$ cat config.mk
export PLATFORM = sky130hd
export DESIGN_NAME = mem_arbiter
export DESIGN_NICKNAME = d
export VERILOG_FILES = /design/src/rtl/mem_arbiter.sv
export SDC_FILE = /design/constraint.sdc
export NUM_CORES = 1
export LEC_CHECK = 0
export CAP_MARGIN = 25
export CORE_MARGIN = 1.5
export CORE_UTILIZATION = 50
export CTS_CLUSTER_SIZE = 16
export DETAILED_ROUTE_END_ITERATION = 7
export DONT_BUFFER_PORTS = 1
export HOLD_SLACK_MARGIN = 0.15
export PLACE_DENSITY = 0.66
export SLEW_MARGIN = 25
export SYNTH_ARGS = -nofsm -noshare
export SYNTH_HDL_FRONTEND = slang
export SYNTH_SLANG_ARGS = --single-unit
export TNS_END_PERCENT = 20
$ cat constraint.sdc
create_clock -name clk -period 2.65 [get_ports clk]
set_input_delay 0.1325 -clock clk [delete_from_list [all_inputs] [get_ports clk]]
set_output_delay 0.1325 -clock clk [all_outputs]
set_load 0.005 [all_outputs]
$ cat src/rtl/mem_arbiter.sv
// mem_arbiter: shares one byte-wide RAM port between instruction fetch and load/store,
// one byte per cycle, little-endian word assembly.
// Ports: clk, rst (sync, active-high); if_req/if_addr -> if_ready/if_data (word reads);
// mem_req/mem_we/mem_size/mem_addr/mem_wdata -> mem_ready/mem_rdata;
// ram_addr/ram_wr/ram_dout (registered) and ram_din (valid RD_LAT cycles after ram_addr).
// Optional MEM_ARB_RR_EN: round-robin between simultaneous requesters instead of MEM priority.
module mem_arbiter #(
  parameter int ADDR_W = 32,
  parameter int RD_LAT = 1
) (
  input  logic              clk,
  input  logic              rst,
  input  logic              if_req,
  input  logic [31:0]       if_addr,
  output logic              if_ready,
  output logic [31:0]       if_data,
  input  logic              mem_req,
  input  logic              mem_we,
  input  logic [1:0]        mem_size,
  input  logic [31:0]       mem_addr,
  input  logic [31:0]       mem_wdata,
  output logic              mem_ready,
  output logic [31:0]       mem_rdata,
  output logic [ADDR_W-1:0] ram_addr,
  output logic              ram_wr,
  output logic [7:0]        ram_dout,
  input  logic [7:0]        ram_din
);
  typedef enum logic [1:0] {IDLE, RD, WR, DONE} state_t;
  state_t state_q, state_d;
  logic sel_mem_q, sel_mem_d;
  logic [ADDR_W-1:0] ram_addr_q, ram_addr_d;
  logic [2:0] cnt_q, cnt_d;
  logic [1:0] nm1_q, nm1_d;
  logic [31:0] wdata_q, wdata_d, asm_q, asm_d, if_data_q, if_data_d, mem_rdata_q, mem_rdata_d;
  logic ram_wr_q, ram_wr_d;
  logic [7:0] ram_dout_q, ram_dout_d;
  logic gnt_mem, gnt_if, grant, last_cap, last_wr, cap;
  logic [1:0] lane;
`ifdef MEM_ARB_RR_EN
  logic last_mem_q, last_mem_d;
  assign gnt_mem = mem_req && (!if_req || !last_mem_q);
  assign last_mem_d = grant ? gnt_mem : last_mem_q;
  always_ff @(posedge clk) last_mem_q <= rst ? 1'b1 : last_mem_d;
`else
  assign gnt_mem = mem_req;
`endif
  assign gnt_if = if_req && !gnt_mem;
  assign grant = state_q == IDLE && (gnt_mem || gnt_if);
  // cnt counts cycles since grant; read byte k lands when cnt reaches k+RD_LAT
  assign last_cap = cnt_q == {1'b0, nm1_q} + 3'(RD_LAT);
  assign last_wr = cnt_q[1:0] == nm1_q;
  assign cap = cnt_q >= 3'(RD_LAT);
  assign lane = 2'(cnt_q - 3'(RD_LAT));
  always_ff @(posedge clk) state_q <= rst ? IDLE : state_d;
  always_comb
    state_d = state_q == IDLE ? (gnt_mem && mem_we ? WR : grant ? RD : IDLE) :
              state_q == RD   ? (last_cap ? DONE : RD) :
              state_q == WR   ? (last_wr ? DONE : WR) : IDLE;
  always_comb begin
    if_ready = state_q == DONE && !sel_mem_q;
    mem_ready = state_q == DONE && sel_mem_q;
  end
  always_comb begin
    sel_mem_d = sel_mem_q;
    ram_addr_d = ram_addr_q;
    cnt_d = cnt_q;
    nm1_d = nm1_q;
    wdata_d = wdata_q;
    asm_d = asm_q;
    if_data_d = if_data_q;
    mem_rdata_d = mem_rdata_q;
    ram_wr_d = ram_wr_q;
    ram_dout_d = ram_dout_q;
    if (grant) begin
      sel_mem_d = gnt_mem;
      ram_addr_d = gnt_mem ? mem_addr[ADDR_W-1:0] : if_addr[ADDR_W-1:0];
      cnt_d = '0;
      nm1_d = !gnt_mem || mem_size[1] ? 2'd3 : {1'b0, mem_size[0]};
      asm_d = '0;
      ram_wr_d = gnt_mem && mem_we;
      ram_dout_d = mem_wdata[7:0];
      wdata_d = mem_wdata >> 8;
    end else if (state_q == RD) begin
      cnt_d = cnt_q + 3'd1;
      if (cnt_q < {1'b0, nm1_q}) ram_addr_d = ram_addr_q + ADDR_W'(1);
      if (cap) asm_d[{lane, 3'b000} +: 8] = ram_din;
      if (last_cap && sel_mem_q) mem_rdata_d = asm_d;
      if (last_cap && !sel_mem_q) if_data_d = asm_d;
    end else if (state_q == WR) begin
      cnt_d = cnt_q + 3'd1;
      ram_wr_d = !last_wr;
      if (!last_wr) begin
        ram_addr_d = ram_addr_q + ADDR_W'(1);
        ram_dout_d = wdata_q[7:0];
        wdata_d = wdata_q >> 8;
      end
    end
  end
  always_ff @(posedge clk)
    if (rst) begin
      sel_mem_q <= 1'b0;
      ram_addr_q <= '0;
      cnt_q <= '0;
      nm1_q <= '0;
      wdata_q <= '0;
      asm_q <= '0;
      if_data_q <= '0;
      mem_rdata_q <= '0;
      ram_wr_q <= 1'b0;
      ram_dout_q <= '0;
    end else begin
      sel_mem_q <= sel_mem_d;
      ram_addr_q <= ram_addr_d;
      cnt_q <= cnt_d;
      nm1_q <= nm1_d;
      wdata_q <= wdata_d;
      asm_q <= asm_d;
      if_data_q <= if_data_d;
      mem_rdata_q <= mem_rdata_d;
      ram_wr_q <= ram_wr_d;
      ram_dout_q <= ram_dout_d;
    end
  assign if_data = if_data_q;
  assign mem_rdata = mem_rdata_q;
  assign ram_addr = ram_addr_q;
  assign ram_wr = ram_wr_q;
  assign ram_dout = ram_dout_q;
endmodule

# ---- Yosys cells after proc, flatten, opt, wreduce, memory -nomap -nowiden
# Index checks and enable logic that the tools add are counted.
dict set report totals {
  regBits 169
  out_inout_bits 107
  word_cells 81
}
dict set report op_classes {
  n_addsub 5
  n_lt_le_gt_ge 2
  n_eq_ne 9
  n_shift 2
  n_mux 29
  n_bitwise 1
  n_reduce_logical 22
}
# cell count
set op_table {}
lappend op_table {{$mux W32} 7}
lappend op_table {{$mux W24} 4}
lappend op_table {{$add A32 B1 Y32 const B} 1}
lappend op_table {{$bwmux W32} 1}
lappend op_table {{$mux W8} 4}
lappend op_table {{$shift A8 B7 Y32 const A} 1}
lappend op_table {{$shiftx A8 B7 Y32} 1}
lappend op_table {{$mux W2} 6}
lappend op_table {{$reduce_and A3 Y1} 4}
lappend op_table {{$logic_and A1 B1 Y1} 7}
lappend op_table {{$neg A5 Y7} 1}
lappend op_table {{$mux W3} 2}
lappend op_table {{$ne A3 B2 Y1 const B} 2}
lappend op_table {{$mux W1} 5}
lappend op_table {{$eq A2 B2 Y1 const B} 2}
lappend op_table {{$ne A2 B2 Y1 const B} 2}
lappend op_table {{$reduce_bool A2 Y1} 2}
lappend op_table {{$add A2 B1 Y3 const B} 1}
lappend op_table {{$add A3 B1 Y3 const B} 1}
lappend op_table {{$eq A3 B3 Y1} 1}
lappend op_table {{$ge A3 B1 Y1 const B} 1}
lappend op_table {{$logic_not A1 Y1} 3}
lappend op_table {{$lt A3 B2 Y1} 1}
lappend op_table {{$reduce_bool A3 Y1} 1}
lappend op_table {{8 further kinds} 9}

# ---- Logic depth before layout (Yosys ltp)
dict set report depth {
  depth_word 7
  depth_mapped 9
  ltp_nobuf 7
}

# ---- Worst setup path after synthesis
# Ideal clock, no wire load.
dict set report synth_timing {
  kind {register to register}
  from {register cnt_q[0]}
  to {register ram_addr_q[30] (netlist: ram_addr[30])}
  setup_ns 0.106
  arrival_time_ns 2.243
  path_slack_ns 0.301
  path_stages_with_launch 8
  n_path_buf 0
  path_cell_list {dfxtp_1 inv_1 ha_1 a21bo_2 a21oi_1 nor2_1 or4_1 o311ai_0}
}
dict set report synth_between {
  elab_chain_cells 3
}
# element line
set synth_lines {}
lappend synth_lines {{start: declaration} 33} ;# logic [2:0] cnt_q, cnt_d;
lappend synth_lines {{start signal: assignment} 115} ;# cnt_q <= cnt_d;
lappend synth_lines {{$lt A3 B2 Y1 or $eq A2 B2 Y1 (tied branches)} {86, 52}}
lappend synth_lines {{$ne A3 B2 Y1 (no line)} -}
lappend synth_lines {{$reduce_and A3 Y1 (no line) (*)} -}
lappend synth_lines {{end signal: assignment} 114} ;# ram_addr_q <= ram_addr_d;
lappend synth_lines {{end: declaration} 32} ;# logic [ADDR_W-1:0] ram_addr_q, ram_addr_d;
# Every way passes the cells marked *; elsewhere a longest branch is shown, timed or not.
# A chain may end at the register's enable or synchronous reset.

# ---- Worst setup path in the final report
dict set report layout_timing {
  from {register cnt_q[1]}
  to {register if_data_q[31] (netlist: if_data[31])}
}
dict set report layout_between {
  elab_chain_cells 5
}
# element line
set layout_lines {}
lappend layout_lines {{$sub A2 B1 Y2} 54} ;# assign lane = 2'(cnt_q - 3'(RD_LAT));
lappend layout_lines {{$neg A5 Y7} 87} ;# if (cap) asm_d[{lane, 3'b000} +: 8] = ram_din;
lappend layout_lines {{$shiftx A8 B7 Y32 or $shift A8 B7 Y32 (tied branches)} 87}
lappend layout_lines {{$bwmux W32} 87}
lappend layout_lines {{$mux W32} 87}
lappend layout_lines {{end signal: assignment} 119} ;# if_data_q <= if_data_d;
lappend layout_lines {{end: declaration} 35} ;# logic [31:0] wdata_q, wdata_d, asm_q, asm_d, if_data_q, if_data_d, mem_rdata_q, mem_rdata_d;
# Parallel ways exist; a longest one is shown, timed or not.

==> run metrics <==
outcome=complete, no violations; Rows=46; register share of total power=41.5%; clock group share of total power=32.3%; Layout Area Growth over Synthesis=23.2%; Sw Ratio=34.6%; element type at the critical path end=register; Pre-antenna DRT Iters=7; Total Nets Final=1164; switching pwr=2.68 mW; Tcrit/Tclk final=87.9%; largest fanout on the critical path=16; # DRC=0; syn avg cell area=8.18 µm²; vias after detailed routing=7517; total power=7.76 mW; MaxCap Viol Count=0; leakage power=3.50 nW; overall global routing resource usage=27.0%; yosys warns=0; CTS Sinks=169; root buf cell=clkbuf_16; Boundary Pins=218; syn nets=1104; clock-pin transition on the worst setup and hold timing paths=70 ps; DRT antenna net count=0; grt total ovfl=0; die height=130 µm; # setup viols final=0; hold_ws=143 ps; Slew Limit Fails=0; FFs w/ async S/R, synth=0%; Skew-Pair Late Insertion Delay=430 ps; library cells used by synthesis=58; number of global-route vias before repair=6953; routed vias/inst=5.93; Rel. slew slack=38.0%; number of H-tree levels=4; Post-Syn Area=8010 µm²; initial antenna violation count=0; crit path DAT=2610 ps; post-layout min period=2330 ps; Finished Cell Area=9860 µm²; Max Fclk=429 MHz; DR iter-0 viols=551; kind of critical path=reg2reg; Post-synth EDFFs=0; PD cells=787 nW/µm²; die width=130 µm; Max clock buf depth=2; die area=16800 µm²; dpl hpwl=14000 µm; Critical Path Start Type=register; Syn Inst Count=979; Area after DPL=8250 µm²; Worst IR Drop VDD=0.512 mV; Power Internal=5.08 mW; Synth Flop Type=dfxtp_1; RD Place Congestion=0.829; Setup TNS Final=0 ps; share of cells above drive strength 1=7.89%; hold crit path type=in2reg; largest net degree at the start of global routing=127; reg-to-reg slack, setup=320 ps; first-pass GRT wire length=36000 µm; Initial Util=50.8%; Worst Tran Pin Value=927 ps; Worst EP required=2940 ps; number of synthesized register bits=169; Hold Vio Cnt, Final=0; combinational power share=26.2%; Clock Skew=13.6 ps; dominant cell type by area after synthesis=dfxtp_1; largest cells by area after synthesis=dfxtp_1 (42%), a211oi_1 (9.4%), nor2_1 (7.2%); Ant. Diodes=0; Placed Cells incl. Taps=1138; CTS tree=yes; Port Buffers=0; core area=15800 µm²; number of post-CTS setup repair buffers=0; RSZ-0062 raised after global routing=no; sequential area share after synthesis=42.3%; Post-Route WL=23000 µm; Final Non-Filler Cells=1268; TritonCTS Buffers=17; area share of the largest cell type after synthesis=42.3%; Routed WL per cell=18.2 µm
## synth_stat cells (all sizes together) (3+ instances only)
cell type,number
nand2,104
a31oi,25
o31ai,4
o41ai,4
nand4,13
o22ai,8
o311ai,3
a32o,3
inv,9
xor2,3
o211a,3
and3,15
nor2,153
a21oi,53
and2,6
mux2,3
mux2i,24
dfxtp,169
nand3,25
nor2b,33
nor4b,3
nor4,11
o21ai,27
a211oi,100
buf,24
a311oi,25
nor3,14
or4,3
ha,14
and4,7
clkbuf,60
## flip-flops by register name (all words and copies together), names as in the netlist
register   cells
ram_dout       8
ram_addr      32
state_q        2
nm1_q          2
ram_wr         1
mem_rdata     32
wdata_q       24
if_data       32
asm_q         32
cnt_q          3
sel_mem_q      1
## critical path: stages (launching register included)
cell,delay (ps)
dfxtp_1,390
inv_1,130
ha_1,180
nor4_1,50
buf_4,150
nor2b_1,710
nor2b_1,110
a31oi_1,350
a211oi_1,120
## power groups by stage
stage / combinational [mW] / clock [mW] / sequential (mW)
6_report: 2.03 / 2.50 / 3.22
5_1_grt: 2.26 / 2.63 / 3.27
4_1_cts: 2.01 / 2.54 / 3.21
3_5_place_dp: 1.81 / 0 / 3.27
3_3_place_gp: 1.79 / 0 / 3.26
2_1_floorplan: 1.39 / 0 / 3.17
## through the flow
| stage | setup slack [ps] | utilization [%] |
|---|---|---|
| 2_1_floorplan | 301 | - |
| 3_3_place_gp | 288 | 52.3 |
| 3_5_place_dp | 224 | 52.3 |
| 4_1_cts | 217 | 62.5 |
| 5_1_grt | 67.5 | 62.5 |
| 6_report | 321 | 62.5 |
## per-layer routing
layer / track usage (%) / vias up / part of all wire [%]
met5: 0 / - / 0
met4: 9.22 / 0 / 1.6
met3: 5.78 / 29 / 7.1
met2: 46.2 / 311 / 49
met1: 33.8 / 3477 / 42
li1: - / 3700 / -
## logic make-up (layout without fill, tap and decap cells)
| group | count (synthesis) | after routing | synth area share (%) |
|---|---|---|---|
| DFF | 169 | 169 | 42.3 |
| adders and majority gates | 14 | 14 | 2.19 |
| buffers and inverters | 93 | 166 | 4.52 |
| and+or+nand+nor | 393 | 393 | 22.8 |
| muxes | 27 | 27 | 3.42 |
| AOI/OAI and AO/OA | 279 | 279 | 24.4 |
| xor gates and xnor gates | 4 | 4 | 0.438 |
## cells in the final DEF (no fill, tap or decap), types with 3 or more instances in the layout
cell type / n
dfxtp_1: 169
nor2_1: 152
nand2_1: 104
a211oi_1: 100
dlygate4sd3_1: 96
a21oi_1: 52
nor2b_1: 31
a31oi_1: 25
nand3_1: 25
o21ai_0: 25
a311oi_1: 25
mux2i_1: 24
buf_4: 23
clkbuf_16: 17
and3_1: 15
nor3_1: 13
ha_1: 13
nand4_1: 12
nor4_1: 10
inv_1: 9
o22ai_1: 8
and4_1: 7
inv_6: 6
and2_1: 5
buf_12: 5
o31ai_1: 4
xor2_1: 3
a32o_1: 3
mux2_2: 3
o311ai_0: 3
o211a_1: 3
clkinv_4: 3
clkbuf_8: 3
## timing repair
action                     in CTS  in global routing
setup endpoints to repair       0                  1
hold endpoints to repair      156                  0
hold buffers                   98                  0
gates resized for setup         0                  1
## path summary, 6_finish.rpt
path / from / cells past startpoint / to
max: cnt_q[1]$_SDFFE_PP0P_ / 8 / if_data[31]$_SDFFE_PP0P_
min reg2reg: wdata_q[23]$_SDFFE_PP0P_ / 2 / wdata_q[23]$_SDFFE_PP0P_
max reg2reg: cnt_q[1]$_SDFFE_PP0P_ / 8 / if_data[31]$_SDFFE_PP0P_
min: rst / 2 / ram_addr[13]$_SDFFE_PP0P_
## cell type report
type,count,area [µm²]
Clock buffer,20,467
Tap cell,216,270
Fill cell,1418,5910
Sequential cell,169,3380
Multi-Input combinational cell,717,4320
Inverter,9,33.8
Clock inverter,12,130
Timing Repair Buffer,125,1260
(Power assumes the default switching activity.)
